`src/rtl/irq_receiver.sv`:
```
// irq_receiver: synchronises and edge-detects interrupt request lines into sticky pending bits,
// then drives one priority-resolved IRQ to the CPU with an ack/vector/EOI handshake.
// Optional lost-edge counter (miss_count, miss_clr) is enabled by defining IRQ_MISS_CNT_EN.
module irq_receiver #(
  parameter int NUM_SRC     = 4,
  parameter int VEC_W       = 2,
  parameter int SYNC_STAGES = 2
) (
  input  logic               clk,
  input  logic               reset,
`ifdef IRQ_MISS_CNT_EN
  input  logic               miss_clr,
  output logic [7:0]         miss_count,
`endif
  input  logic [NUM_SRC-1:0] irq_in,
  input  logic               mask_wr,
  input  logic [NUM_SRC-1:0] mask_wdata,
  output logic [NUM_SRC-1:0] mask,
  output logic [NUM_SRC-1:0] pending,
  output logic               irq,
  input  logic               irq_ack,
  output logic               vec_valid,
  output logic [VEC_W-1:0]   vec,
  input  logic               eoi,
  output logic               in_service
);

  typedef enum logic [1:0] {IDLE, REQ, SERVICE} state_t;

  state_t                                 state_reg;
  logic [SYNC_STAGES-1:0][NUM_SRC-1:0]    sync_reg;
  logic [NUM_SRC-1:0]                     prev_reg;
  logic [NUM_SRC-1:0]                     pending_reg;
  logic [NUM_SRC-1:0]                     pending_next;
  logic [NUM_SRC-1:0]                     mask_reg;
  logic [NUM_SRC-1:0]                     rise;
  logic [NUM_SRC-1:0]                     work;
  logic [NUM_SRC-1:0]                     clr;
  logic [VEC_W-1:0]                       sel;
  logic                                   take;
  logic                                   irq_reg;
  logic                                   vec_valid_reg;
  logic [VEC_W-1:0]                       vec_reg;
  logic                                   in_service_reg;

  // Stage 0 samples the raw line; the last stage feeds the edge detector.
  always_ff @(posedge clk) begin
    if (reset) begin
      sync_reg <= '0;
      prev_reg <= '0;
    end else begin
      sync_reg <= {sync_reg[SYNC_STAGES-2:0], irq_in};
      prev_reg <= sync_reg[SYNC_STAGES-1];
    end
  end

  assign rise = sync_reg[SYNC_STAGES-1] & ~prev_reg;
  assign work = pending_reg & mask_reg;

  always_comb begin
    sel = '0;
    for (int i = NUM_SRC - 1; i >= 0; i--) begin
      if (work[i]) sel = i[VEC_W-1:0];
    end
  end

  // Selection uses the mask in force this cycle, so a simultaneous mask write cannot steer it.
  assign take = (state_reg == REQ) && irq_ack && (|work);

  for (genvar gi = 0; gi < NUM_SRC; gi++) begin : g_clr
    assign clr[gi] = take && (sel == VEC_W'(gi));
  end

  // A fresh edge wins over the ack clear of the same bit.
  assign pending_next = (pending_reg & ~clr) | rise;

  always_ff @(posedge clk) begin
    if (reset) begin
      pending_reg <= '0;
      mask_reg    <= '0;
    end else begin
      pending_reg <= pending_next;
      if (mask_wr) mask_reg <= mask_wdata;
    end
  end

  always_ff @(posedge clk) begin
    if (reset) begin
      state_reg      <= IDLE;
      irq_reg        <= 1'b0;
      vec_valid_reg  <= 1'b0;
      vec_reg        <= '0;
      in_service_reg <= 1'b0;
    end else begin
      vec_valid_reg <= 1'b0;
      case (state_reg)
        IDLE: begin
          if (|work) begin
            state_reg <= REQ;
            irq_reg   <= 1'b1;
          end
        end
        REQ: begin
          if (!(|work)) begin
            state_reg <= IDLE;
            irq_reg   <= 1'b0;
          end else if (irq_ack) begin
            state_reg      <= SERVICE;
            irq_reg        <= 1'b0;
            vec_reg        <= sel;
            vec_valid_reg  <= 1'b1;
            in_service_reg <= 1'b1;
          end
        end
        SERVICE: begin
          if (eoi) begin
            state_reg      <= IDLE;
            in_service_reg <= 1'b0;
          end
        end
        default: begin
          state_reg <= IDLE;
          irq_reg   <= 1'b0;
        end
      endcase
    end
  end

`ifdef IRQ_MISS_CNT_EN
  localparam int CNT_W = $clog2(NUM_SRC + 1);

  logic [NUM_SRC-1:0] lost;
  logic [CNT_W-1:0]   lost_cnt;
  logic [8:0]         miss_sum;
  logic [7:0]         miss_reg;

  // An edge is lost only if its pending bit stays set without being consumed this cycle.
  assign lost = rise & pending_reg & ~clr;

  always_comb begin
    lost_cnt = '0;
    for (int i = 0; i < NUM_SRC; i++) begin
      lost_cnt = lost_cnt + CNT_W'(lost[i]);
    end
  end

  assign miss_sum = {1'b0, miss_reg} + 9'(lost_cnt);

  always_ff @(posedge clk) begin
    if (reset || miss_clr) begin
      miss_reg <= '0;
    end else if (miss_sum > 9'd255) begin
      miss_reg <= 8'd255;
    end else begin
      miss_reg <= miss_sum[7:0];
    end
  end

  assign miss_count = miss_reg;
`endif

  assign mask       = mask_reg;
  assign pending    = pending_reg;
  assign irq        = irq_reg;
  assign vec_valid  = vec_valid_reg;
  assign vec        = vec_reg;
  assign in_service = in_service_reg;

endmodule

```
`config.mk`:
```
export PLATFORM = sky130hd
export DESIGN_NAME = irq_receiver
export DESIGN_NICKNAME = d
export VERILOG_FILES = /design/src/rtl/irq_receiver.sv
export SDC_FILE = /design/constraint.sdc
export NUM_CORES = 1
export LEC_CHECK = 0
export BUFFER_PORTS_ARGS = -buffer_cell sky130_fd_sc_hd__buf_2
export CAP_MARGIN = 30
export CORE_ASPECT_RATIO = 1.25
export CORE_MARGIN = 2
export CORE_UTILIZATION = 49
export DETAILED_ROUTE_END_ITERATION = 8
export HOLD_SLACK_MARGIN = 0.06
export PLACE_DENSITY = 0.81
export REMOVE_ABC_BUFFERS = 1
export SETUP_SLACK_MARGIN = 0.3
export SLEW_MARGIN = 20
export SYNTH_ARGS = -nofsm -noshare
export SYNTH_HDL_FRONTEND = slang
export SYNTH_SLANG_ARGS = --single-unit
```
`constraint.sdc`:
```
create_clock -name clk -period 1.2 [get_ports clk]
set_input_delay 0.12 -clock clk [delete_from_list [all_inputs] [get_ports clk]]
set_output_delay 0.12 -clock clk [all_outputs]
set_load 0.1 [all_outputs]
```
==> flow_metrics.tcl <==
set metrics [dict create \
    cts_htree_levels 1 \
    clock_tree.buffer_depth 2 \
    drt_wl_total_um 2700 \
    timing.fmax_mhz 873 \
    dieWidth_um 43.5 \
    synth.most_common_cell "sky130_fd_sc_hd__dfxtp_1" \
    critPathRequiredTime_ps 1080 \
    io_pins 26 \
    firstDrtPassIters 4 \
    synth_top_cells_by_area "sky130_fd_sc_hd__dfxtp_1 57%, sky130_fd_sc_hd__nor2b_1 7.9%, sky130_fd_sc_hd__mux2i_1 4.2%, sky130_fd_sc_hd__a32o_1 3.1%, sky130_fd_sc_hd__a21oi_1 2.6%" \
    adder_cell_share_of_the_synthesized_area_pct 0 \
    number_of_endpoints_with_negative_hold_slack_in_the_final_report 0 \
    tritoncts "yes" \
    vias 922 \
    grt_remaining_overflow 0 \
    setup_violations 0 \
    max_slew.worst_pin.slew_ps 260 \
    finalNonFillerCells 166 \
    cap_viol_max_count 0 \
    yosys_warnings 0 \
    portBuffers 25 \
    clock_latency_ps 320 \
    largest_reg_flops 8 \
    start_util_pct 52.8 \
    tritoncts.num_buffers 3 \
    post-place-cells 142 \
    synth.lib_cells_used.distinct 24 \
    grt_setup_unrepaired "yes" \
    fp-row-count 17 \
    timing.critical_path.to_type "output port" \
    skew_ps 6.04 \
    dpl.hpwl_um 1400 \
    clk_pin_slew_worst_paths_ps 130 \
    place.gp.congestion 0.713 \
    ys_seq_area_share_pct 56.6 \
    first_pass_grt_wire_length_um 4330 \
    post-route-worst-setup-slack_ps 54.2 \
    synthArstFlopShare_pct 0 \
    yosys.area.top_type_share_pct 56.6 \
    synth_enable_flop_cells 0 \
    avgRoutedWirePerCell_um 16.2 \
    root_buffer "sky130_fd_sc_hd__clkbuf_4" \
    syn_area_um2 955 \
    drt_iter0_markers 31 \
    synth_mux_area_share_pct 4.19 \
    fp.coreArea_um2 1810 \
    worst_hold_slack_ps 75.4 \
    area_share_of_and_or_nand_nor_cells_after_synthesis_pct 18.3 \
    maxSlewHeadroom_pct 82.7 \
    critical_path.max_stage_delay_ps 400 \
    critPathKind "flop to output port" \
    num-nets-final 161 \
    fin_crit_sh_pct 95.5 \
    largest_family_of_logic_cells_by_synthesized_area "simple AND/OR/NAND/NOR gates" \
    groute.usage.overall_pct 26.2 \
    synth_compound_gate_area_share_pct 16.5 \
    final-max-slew-violation-count 0 \
    area_occupied_by_multi_input_gates_um2 410 \
    finalCoreUtilization_pct 91.1 \
    avgSynthCellArea_um2 10.4 \
    synth_top_area_cell "sky130_fd_sc_hd__dfxtp_1" \
    placement_stage_worst_setup_slack_ps 19.3 \
    vdd_ir_drop_max_mv 1.07 \
    timing.final.crit_period_ps 1150 \
    power.static_leakage_nw 0.684 \
    share_of_the_synthesized_netlist_area_taken_by_xor_and_xnor_gates_pct 0 \
    post-route-drc-count 0 \
    critical_path_top_delay_cell "sky130_fd_sc_hd__dfxtp_2" \
    avgViaCountPerCell 5.55 \
    areaGrowthSynthToFinish_pct 72.6 \
    outcome "completed" \
    grt_antenna_before_repair 0 \
    sequential_standard_cell_area_um2 567 \
    worstSetupStartpointType "flop" \
    power_per_cell_area_nw_per_um2 1060 \
    grt_max_degree 17 \
    ys_ff_latch 27 \
    crit_chain "buf_6, buf_12" \
    antenna_violating_nets_post_route 0 \
    antenna-diode-count 0 \
    min-delay-path-class "input pin to flop" \
    worstPathArrival_ps 1030 \
    power_mw 1.75 \
    cts_sinks 27 \
    area_of_the_die_um2 2320 \
    first_global_vias 971 \
    synth_cells 92 \
    dominantRegCellSynth "sky130_fd_sc_hd__dfxtp_1" \
    die_height_um 53.4 \
    synth.cells.most_frequent "27 x sky130_fd_sc_hd__dfxtp_1, 12 x sky130_fd_sc_hd__nor2b_1, 6 x sky130_fd_sc_hd__nor2_1" \
    critical_path_peak_fanout 4 \
    final_layout_size_suffix_gt1_share_pct 51.0 \
    num-fill-cells 67 \
]
[power breakdown]
group / internal [mW] / switching, mW / leakage, nW
combinational: 0.184 / 0.224 / 0.441
clock: 0.130 / 0.252 / 0.0150
sequential: 0.932 / 0.0271 / 0.229
[final timing paths]
path / startpoint / slack (ps) / to / cells past startpoint
max: pending[0] / 50 / pending[0] / 2
min: reset / 80 / state_reg[1] / 2
min reg2reg: sync_reg[2] / 460 / sync_reg[6] / 1
max reg2reg: state_reg[1] / 70 / pending[3] / 3
[metal layers]
metal | GRT usage, % | wire (µm)
met1 | 27.0 | 1030
met2 | 49.8 | 1410
met3 | 3.75 | 190
met4 | 14.1 | 66
met5 | 0 | 0
[area by class of cell]
class | instances | share of cell area (%)
clock buffers | 4 | 1.59
well taps | 19 | 1.44
multi-input cells | 56 | 24.9
repair buffers | 55 | 36.5
flip-flops and latches | 27 | 34.4
inverters | 5 | 1.14
[cell families (layout without fill, tap and decap cells)]
kind of cell           after synthesis  after routing
AO/OA/AOI/OAI                       21             21
flip-flops                          27             27
multiplexers                         4              4
AND/OR/NAND/NOR                     31             31
buffers and inverters                9             64
[placed cells by master (no fill, tap or decap), types with 4 or more instances in the layout]
cell type / instances
sky130_fd_sc_hd__inv_1: 5
sky130_fd_sc_hd__nand2_1: 4
sky130_fd_sc_hd__dfxtp_2: 12
sky130_fd_sc_hd__nor2_1: 6
sky130_fd_sc_hd__dlygate4sd3_1: 9
sky130_fd_sc_hd__nor2b_1: 12
sky130_fd_sc_hd__buf_6: 9
sky130_fd_sc_hd__dfxtp_1: 12
sky130_fd_sc_hd__buf_12: 13
sky130_fd_sc_hd__buf_4: 12
sky130_fd_sc_hd__buf_2: 12
sky130_fd_sc_hd__a21oi_1: 4
[timing repair]
item                                    CTS  global route
pin swaps                                10             4
endpoints found under the hold margin     9             0
setup buffers                             8             3
gates resized for setup                  45            10
endpoints found under the setup margin   24            25
hold buffers                              9             0
[worst max-delay path, delay by kind of cell, from the launching register on]
| kind | cells | cell delay [ps] |
|---|---|---|
| buffers and inverters | 2 | 300 |
| DFF | 1 | 400 |
[metrics by stage]
| step | cell area (µm²) | setup TNS (ps) |
|---|---|---|
| after floorplan | 932 | -5140 |
| after global placement | 1290 | 0 |
| after detailed placement | 1290 | 0 |
| after CTS | 1590 | 0 |
| after global routing | 1650 | 0 |
| final | 1650 | 0 |
Note: power is estimated with default switching activity, not from simulation.
